<file path="config.mk">
export PLATFORM = sky130hd
export DESIGN_NAME = bls_multiword_sub_ctrl
export DESIGN_NICKNAME = d
export VERILOG_FILES = /design/src/rtl/bls_ctrl_pkg.sv /design/src/rtl/bls_multiword_sub_ctrl_shreg.sv /design/src/rtl/bls_multiword_sub_ctrl.sv
export SDC_FILE = /design/constraint.sdc
export NUM_CORES = 1
export LEC_CHECK = 0
export CAP_MARGIN = 15
export CELL_PAD_IN_SITES_DETAIL_PLACEMENT = 1
export CELL_PAD_IN_SITES_GLOBAL_PLACEMENT = 1
export CORE_UTILIZATION = 39
export CTS_CLUSTER_SIZE = 25
export DETAILED_ROUTE_END_ITERATION = 7
export PLACE_DENSITY_LB_ADDON = 0.3
export SYNTH_ARGS = -nofsm -noshare
export SYNTH_HDL_FRONTEND = slang
export SYNTH_SLANG_ARGS = --single-unit
</file>
<file path="constraint.sdc">
create_clock -name clk -period 2.09 [get_ports clk]
set_input_delay 0.3135 -clock clk [delete_from_list [all_inputs] [get_ports clk]]
set_output_delay 0.3135 -clock clk [all_outputs]
set_load 0.05 [all_outputs]
</file>
<file path="src/rtl/bls_ctrl_pkg.sv">
// Shared types and helpers for the multi-word borrow-lookahead subtract sequencer.
package bls_ctrl_pkg;

    localparam int NIBBLE_W = 4;

    typedef enum logic [1:0] {
        IDLE = 2'd0,
        RUN  = 2'd1,
        DONE = 2'd2
    } state_t;

    // Nibble counter width: clog2(nib), never narrower than one bit.
    function automatic int cnt_width(input int nib);
        int w;
        w = $clog2(nib);
        return (w < 1) ? 1 : w;
    endfunction

endpackage

</file>
<file path="src/rtl/bls_multiword_sub_ctrl_shreg.sv">
// bls_nib_shreg: right-shift-by-one-nibble register with parallel load and synchronous active-low reset.
module bls_nib_shreg
    import bls_ctrl_pkg::*;
#(
    parameter int W = 16
) (
    input  logic                clk,
    input  logic                rst_n,
    input  logic                load,
    input  logic [W-1:0]        load_val,
    input  logic                shift,
    input  logic [NIBBLE_W-1:0] shift_in,
    output logic [W-1:0]        q
);

    logic [W+NIBBLE_W-1:0] cat;

    assign cat = {shift_in, q};

    always_ff @(posedge clk) begin
        if (!rst_n) begin
            q <= '0;
        end else if (load) begin
            q <= load_val;
        end else if (shift) begin
            q <= cat[W+NIBBLE_W-1:NIBBLE_W];
        end
    end

endmodule

</file>
<file path="src/rtl/bls_multiword_sub_ctrl.sv">
// Sequences a WIDTH-bit A - B - Bin through one external 4-bit borrow-lookahead subtractor, LSB nibble first.
// Optional: define BLS_SUB_SIGNED_OVF_EN to produce the signed overflow flag on ovf.
//
// state | meaning
// IDLE  | ready for operands (in_ready=1)
// RUN   | one nibble per clock through the external BLS
// DONE  | result held, out_valid=1 until out_ready
module bls_multiword_sub_ctrl
    import bls_ctrl_pkg::*;
#(
    parameter int WIDTH = 16,
    localparam int NIB = WIDTH / NIBBLE_W
) (
    input  logic             clk,
    input  logic             rst_n,
    input  logic             in_valid,
    output logic             in_ready,
    input  logic [WIDTH-1:0] a,
    input  logic [WIDTH-1:0] b,
    input  logic             bin,
    output logic             out_valid,
    input  logic             out_ready,
    output logic [WIDTH-1:0] diff,
    output logic             bout,
    output logic             ovf,
    output logic             busy,
    output logic [3:0]       bls_x,
    output logic [3:0]       bls_y,
    output logic             bls_bin,
    input  logic [3:0]       bls_diff,
    input  logic             bls_bout
);

    localparam int CNT_W = cnt_width(NIB);

    state_t state, state_nxt;

    logic [CNT_W-1:0]   cnt;
    logic               brw;
    logic               accept;
    logic               run_step;
    logic               last;
    logic [WIDTH-1:0]   a_q;
    logic [WIDTH-1:0]   b_q;
    logic [WIDTH-1:0]   res_q;
    logic [WIDTH+3:0]   res_cat;
    logic [WIDTH-1:0]   res_next;

    assign last     = (cnt == CNT_W'(NIB - 1));
    assign res_cat  = {bls_diff, res_q};
    assign res_next = res_cat[WIDTH+3:4];

    always_ff @(posedge clk) begin
        if (!rst_n) begin
            state <= IDLE;
        end else begin
            state <= state_nxt;
        end
    end

    always_comb begin
        state_nxt = state;
        in_ready  = 1'b0;
        out_valid = 1'b0;
        busy      = 1'b0;
        bls_x     = 4'h0;
        bls_y     = 4'h0;
        bls_bin   = 1'b0;
        accept    = 1'b0;
        run_step  = 1'b0;
        case (state)
            IDLE: begin
                in_ready = 1'b1;
                if (in_valid) begin
                    accept    = 1'b1;
                    state_nxt = RUN;
                end
            end
            RUN: begin
                busy     = 1'b1;
                bls_x    = a_q[3:0];
                bls_y    = b_q[3:0];
                bls_bin  = brw;
                run_step = 1'b1;
                if (last) begin
                    state_nxt = DONE;
                end
            end
            DONE: begin
                busy      = 1'b1;
                out_valid = 1'b1;
                if (out_ready) begin
                    state_nxt = IDLE;
                end
            end
            default: state_nxt = IDLE;
        endcase
    end

    always_ff @(posedge clk) begin
        if (!rst_n) begin
            cnt  <= '0;
            brw  <= 1'b0;
            diff <= '0;
            bout <= 1'b0;
        end else begin
            if (accept) begin
                cnt <= '0;
                brw <= bin;
            end
            if (run_step) begin
                cnt <= cnt + CNT_W'(1);
                brw <= bls_bout;
                if (last) begin
                    diff <= res_next;
                    bout <= bls_bout;
                end
            end
        end
    end

    bls_nib_shreg #(.W(WIDTH)) u_a_sr (
        .clk      (clk),
        .rst_n    (rst_n),
        .load     (accept),
        .load_val (a),
        .shift    (run_step),
        .shift_in (4'h0),
        .q        (a_q)
    );

    bls_nib_shreg #(.W(WIDTH)) u_b_sr (
        .clk      (clk),
        .rst_n    (rst_n),
        .load     (accept),
        .load_val (b),
        .shift    (run_step),
        .shift_in (4'h0),
        .q        (b_q)
    );

    // Result enters at the top so the LSB nibble lands at [3:0] after NIB shifts.
    bls_nib_shreg #(.W(WIDTH)) u_res_sr (
        .clk      (clk),
        .rst_n    (rst_n),
        .load     (accept),
        .load_val ('0),
        .shift    (run_step),
        .shift_in (bls_diff),
        .q        (res_q)
    );

`ifdef BLS_SUB_SIGNED_OVF_EN
    logic a_sgn;
    logic b_sgn;

    always_ff @(posedge clk) begin
        if (!rst_n) begin
            a_sgn <= 1'b0;
            b_sgn <= 1'b0;
            ovf   <= 1'b0;
        end else begin
            if (accept) begin
                a_sgn <= a[WIDTH-1];
                b_sgn <= b[WIDTH-1];
            end
            if (run_step && last) begin
                ovf <= (a_sgn != b_sgn) && (bls_diff[3] != a_sgn);
            end else if (state == DONE && out_ready) begin
                ovf <= 1'b0;
            end
        end
    end
`else
    assign ovf = 1'b0;
`endif

endmodule

</file>
==> results of run 1 <==
## synth_stat cells
| cell type | count | share of area [%] |
|---|---|---|
| dfxtp_1 | 66 | 46 |
| buf_2 | 6 | 1.1 |
| ha_1 | 5 | 2.2 |
| a222oi_1 | 1 | 0.35 |
| o21ai_0 | 1 | 0.18 |
| clkbuf_1 | 11 | 1.4 |
| nand3_1 | 10 | 1.8 |
| nand2_1 | 75 | 9.9 |
| mux2i_1 | 38 | 13 |
| inv_1 | 6 | 0.79 |
| nand2b_1 | 1 | 0.22 |
| and2_1 | 11 | 2.4 |
| a21boi_0 | 27 | 7.1 |
| nor2_1 | 12 | 1.6 |
| buf_6 | 1 | 0.40 |
| nand2_2 | 1 | 0.22 |
| o211a_1 | 24 | 8.4 |
| buf_4 | 7 | 1.8 |
| a31oi_1 | 1 | 0.22 |
| conb_1 | 1 | 0.13 |
## through the flow
stage / util (%) / total power, mW
finish: 56.3 / 4.12
detailed placement: 53.6 / 3.19
floorplan: - / 2.72
CTS: 56.2 / 4.17
global route: 56.3 / 4.38
global placement: 53.6 / 3.13
## cells by family after synthesis
family,Yosys count,synth area share [%]
DFF,66,46.4
other,1,0.132
adders and majority gates,5,2.20
muxes,38,13.4
and+or+nand+nor,110,16.1
AOI/OAI and AO/OA,54,16.3
buffers and inverters,31,5.54
## flip-flops by register name, indices dropped and copies added (netlist names)
register,flops
u_res_sr.q,12
bout,1
u_a_sr.q,16
diff,16
u_b_sr.q,16
state,2
cnt,2
brw,1
## layer usage
layer / wire length, um / GRT usage [%] / share of wire (%) / vias to the layer above
li1: - / - / - / 1153
met1: 2820 / 22.2 / 42 / 1099
met2: 3410 / 33.3 / 51 / 57
met3: 300 / 3.98 / 4.5 / 15
met4: 157 / 9.84 / 2.3 / 0
met5: 0 / 0 / 0 / -
## worst paths after layout
path / startpoint / to / slack (ps) / depth (start not counted)
max: state[1]$_SDFFE_PN0P_ / bls_bin / 110 / 5
min: rst_n / diff[13]$_SDFFE_PN0P_ / 430 / 2
max reg2reg: state[1]$_SDFFE_PN0P_ / u_res_sr.q[4]$_SDFFE_PP0P_ / 420 / 6
min reg2reg: diff[9]$_SDFFE_PN0P_ / diff[9]$_SDFFE_PN0P_ / 470 / 2
## report_power, final
group / switching (mW) / internal, mW / total, mW
Clock: 0.500 / 0.462 / 0.962
Combinational: 0.858 / 0.709 / 1.57
Sequential: 0.117 / 1.47 / 1.59
Total: 1.48 / 2.64 / 4.12
## area by class of cell
class | count | area (sq um)
clock buffers | 10 | 138
clock inverters | 6 | 42.5
fillers | 805 | 3020
inverters | 6 | 22.5
multi-input cells | 208 | 1370
flip-flops and latches | 66 | 1320
well taps | 96 | 120
repair buffers | 78 | 868
## critical path, cell delays in order (launching register included)
cell     delay [ps]
dfxtp_1         330
inv_1           100
ha_2            320
buf_12          210
and2_1          210
buf_12          150
==> flow_metrics.py, run 1 <==
metrics = {
    "status": {
        "status": "finished, final reports clean",
    },
    "power_and_ir_drop": {
        "ir_drop_mv": 0.468,
        "p_leak_nw": 1.66,
        "power_density_nw_per_um2": 1060,
    },
    "cells_and_area": {
        "mostFrequentLayoutCell": "nand2_1",
        "syn2layout_area_growth_pct": 36.5,
        "drive_gt1_share_pct": 10.4,
        "fin_cells": 470,
        "fin_nets": 416,
        "fin_area_sq_um": 3890,
        "final_cell_mix": "nand2_1, dfxtp_1, clkdlybuf4s50_1",
        "n_antenna_cell": 0,
    },
    "die": {
        "design.die.area_sq_um": 7650,
        "initial_core_util_pct": 41.2,
        "core_area_sq_um": 6910,
        "fp-row-count": 30,
        "die_w_um": 87.5,
        "boundaryPins": 72,
        "die_h_um": 87.5,
    },
    "route": {
        "wl_mm": 6.69,
        "antenna_left": 0,
        "drtPass1Iterations": 4,
        "vias": 2324,
        "post-route-drc-count": 0,
        "drt_iter0_markers": 42,
        "wl_per_cell_um": 14.2,
        "vias_per_cell": 4.94,
    },
    "synth": {
        "yosysUniqueCellTypes": 20,
        "ys_seq_area_share_pct": 46.4,
        "postSynthAreaPerCell_sq_um": 9.34,
        "synth_nets": 352,
        "synth_warnings": 0,
        "synth_seq_cells": 66,
        "syn_area_sq_um": 2850,
        "netlist_instances": 305,
    },
    "placed_design": {
        "pre_cts_ws_ps": 373,
        "placed_cell_area_sq_um": 3700,
        "place_hpwl_mm": 4.75,
        "place_inst": 454,
        "gp_congestion": 0.678,
        "port_buffers": 70,
    },
    "clock_tree": {
        "cts.repair.resized": 1,
        "cts_setup_buffers": 0,
        "clock_latency_ps": 340,
        "hold_buffers": 0,
        "clock-sinks": 66,
        "cts_root_buf": "clkbuf_8",
        "htreeDepth": 3,
        "clock_path_buffers": 2,
        "path_clk_slew_ps": 80,
        "cts_buffers": 9,
        "cts_tree": "built",
    },
    "sta": {
        "finalClockSkew_ps": 8.36,
        "setup_tns_ps": 0,
        "slew_headroom_pct": 63.9,
        "hold_violations": 0,
        "tightest_slew_ps": 542,
        "drv_slew": 0,
        "fin_crit_ps": 1980,
        "timing.fmax_mhz": 505,
        "grt_setup_unrepaired": "no",
        "setup_viol": 0,
        "fin_ws_ps": 110,
        "fin_crit_sh_pct": 94.7,
        "hold_ws_ps": 430,
    },
    "min_path": {
        "hp-class": "primary input to flop",
    },
    "grt": {
        "grt_remaining_overflow": 0,
        "grt_pass1_vias": 2452,
        "grt_max_degree": 43,
        "grt_first_pass_wirelength_mm": 11.2,
        "track_usage_pct": 19.2,
        "antenna_found_initial": 0,
    },
    "worst_setup_path": {
        "cp_max_fo": 23,
        "critPathCaptureType": "output pin",
        "critPathLaunchType": "flop",
        "worstPathArrival_ps": 1670,
        "required_ps": 1780,
        "crit_type": "flop to output pin",
    },
    "flow_run": {
        "cap_violations": 0,
    },
}
Power figures use the tool's default switching activity.
==> inputs of run 2 (changes only) <==
- HOLD_SLACK_MARGIN: default -> 0.1
==> results of run 2 <==
Final layout, timing and power as in run 1 (identical DEF).
==> inputs of run 3 (changes only) <==
- MAX_ROUTING_LAYER: default -> met4
==> run 3 against run 2 <==
  * Clock power barely moved
  * Maximum frequency fell by 0.13%
  * Final area did not move
  * Routed wire length fell by 0.15%
  * Sequential share of layout area did not move
  * Flip-flop and latch count did not move
  * Critical path depth did not move
  * Non-clock buffer count did not move
  * Die area did not move
  * Hold slack got worse by 1.9 ps
  * Count of clock-buffer cells in the layout did not move
  * First-iteration DRC count fell by 14%
==> flow_metrics.py, run 3 (same netlist as run 1, synthesis figures left out) <==
metrics = {
    "status": {
        "status": "finished, final reports clean",
    },
    "die": {
        "design.die.area_sq_um": 7650,
        "die_w_um": 87.5,
        "core_area_sq_um": 6910,
        "fp-row-count": 30,
        "initial_core_util_pct": 41.2,
        "boundaryPins": 72,
        "die_h_um": 87.5,
    },
    "route": {
        "top_layer": "met4",
        "wl_per_cell_um": 14.2,
        "met1_length_mm": 2.85,
        "post-route-drc-count": 0,
        "antenna_left": 0,
        "met2_length_mm": 3.41,
        "wl_mm": 6.68,
        "drt_iter0_markers": 36,
        "drtPass1Iterations": 4,
        "met3_length_um": 264,
        "vias_per_cell": 4.96,
        "vias": 2329,
    },
    "sta": {
        "fin_crit_ps": 1980,
        "finalClockSkew_ps": 9.07,
        "grt_setup_unrepaired": "no",
        "setup_tns_ps": 0,
        "setup_viol": 0,
        "timing.fmax_mhz": 504,
        "hold_ws_ps": 428,
        "hold_violations": 0,
        "fin_crit_sh_pct": 94.8,
        "tightest_slew_ps": 542,
        "drv_slew": 0,
        "slew_headroom_pct": 63.9,
    },
    "power_and_ir_drop": {
        "p_leak_nw": 1.66,
        "p_int_mw": 2.64,
        "p_comb_share_pct": 38.1,
        "p_sw_share_pct": 35.8,
        "power.share.sequential_pct": 38.6,
        "power_density_nw_per_um2": 1060,
        "ir_drop_mv": 0.469,
        "switchingPower_mw": 1.48,
        "clkPwrFrac_pct": 23.3,
    },
    "grt": {
        "grt_max_degree": 43,
        "grt_pass1_vias": 2454,
        "grt_remaining_overflow": 0,
        "antenna_found_initial": 0,
        "grt_first_pass_wirelength_mm": 11.2,
        "track_usage_pct": 19.8,
    },
    "cells_and_area": {
        "post-route-util_pct": 56.3,
        "top_regs": "diff x16, u_a_sr.q x16, u_b_sr.q x16",
        "drive_gt1_share_pct": 10.4,
        "mostFrequentLayoutCell": "nand2_1",
        "n_antenna_cell": 0,
        "final_cell_mix": "nand2_1, dfxtp_1, clkdlybuf4s50_1",
        "fin_nets": 416,
        "syn2layout_area_growth_pct": 36.5,
    },
    "worst_setup_path": {
        "critPathCaptureType": "output pin",
        "regToRegSetupSlack_ps": 420,
        "cp_max_fo": 23,
        "required_ps": 1780,
        "critPathLaunchType": "flop",
        "crit_type": "flop to output pin",
        "worstPathArrival_ps": 1670,
    },
    "clock_tree": {
        "clock_path_buffers": 2,
        "cts_tree": "built",
        "cts_buffers": 9,
        "path_clk_slew_ps": 80,
        "cts_root_buf": "clkbuf_8",
        "hold_buffers": 0,
        "clock-sinks": 66,
        "clock_latency_ps": 340,
        "htreeDepth": 3,
    },
    "placed_design": {
        "gp_congestion": 0.685,
        "port_buffers": 70,
        "place_hpwl_mm": 4.75,
    },
    "min_path": {
        "hp-class": "primary input to flop",
    },
    "flow_run": {
        "cap_violations": 0,
    },
}
run 3: cell counts in the layout (fill, tap and decap cells not counted):
Identical to the previous run, type by type.
run 3: worst max-delay path, cell delays in order (launching register included):
cell and delay [ps]:
dfxtp_1 330, inv_1 100, ha_2 320, buf_12 210, and2_1 220, buf_12 150
run 3: area by class of cell:
cell class,count,area [sq um]
repair buffers,78,868
clock buffers,10,138
well taps,96,120
flip-flops and latches,66,1320
inverters,6,22.5
clock inverters,6,42.5
fillers,805,3020
multi-input cells,208,1370
run 3: what timing repair did:
item	CTS	global route
gates resized for setup	1	1
setup buffers	0	0
setup endpoints to repair	1	4
run 3: path summary, 6_finish.rpt:
path	startpoint	endpoint	depth (start not counted)
worst max-delay path	state[1]$_SDFFE_PN0P_	bls_bin	5
worst min-delay path	rst_n	diff[13]$_SDFFE_PN0P_	2
worst max register to register	state[1]$_SDFFE_PN0P_	u_res_sr.q[4]$_SDFFE_PP0P_	6
worst min register to register	diff[9]$_SDFFE_PN0P_	diff[9]$_SDFFE_PN0P_	2
run 3: stage by stage:
step / cell area, sq um / power (mW) / setup WS (ps) / std cells
floorplan: 2850 / 2.72 / 290 / 305
global placement: 3700 / 3.13 / 405 / 454
detailed placement: 3700 / 3.19 / 373 / 454
CTS: 3880 / 4.17 / 49.5 / 470
global route: 3890 / 4.38 / 22.4 / 470
finish: 3890 / 4.12 / 108 / 470
run 3: per-layer routing:
layer / vias to the layer above / track usage (%)
met5: - / -
met4: 0 / 9.84
met2: 52 / 33.2
met3: 16 / 3.70
met1: 1107 / 22.6
li1: 1154 / -
run 3: power by group through the flow:
stage / logic (mW) / registers, mW / clock network, mW
after floorplan: 1.14 / 1.58 / 0
after global placement: 1.53 / 1.61 / 0
after detailed placement: 1.57 / 1.62 / 0
after CTS: 1.58 / 1.59 / 0.995
after global routing: 1.71 / 1.62 / 1.05
final: 1.57 / 1.59 / 0.962
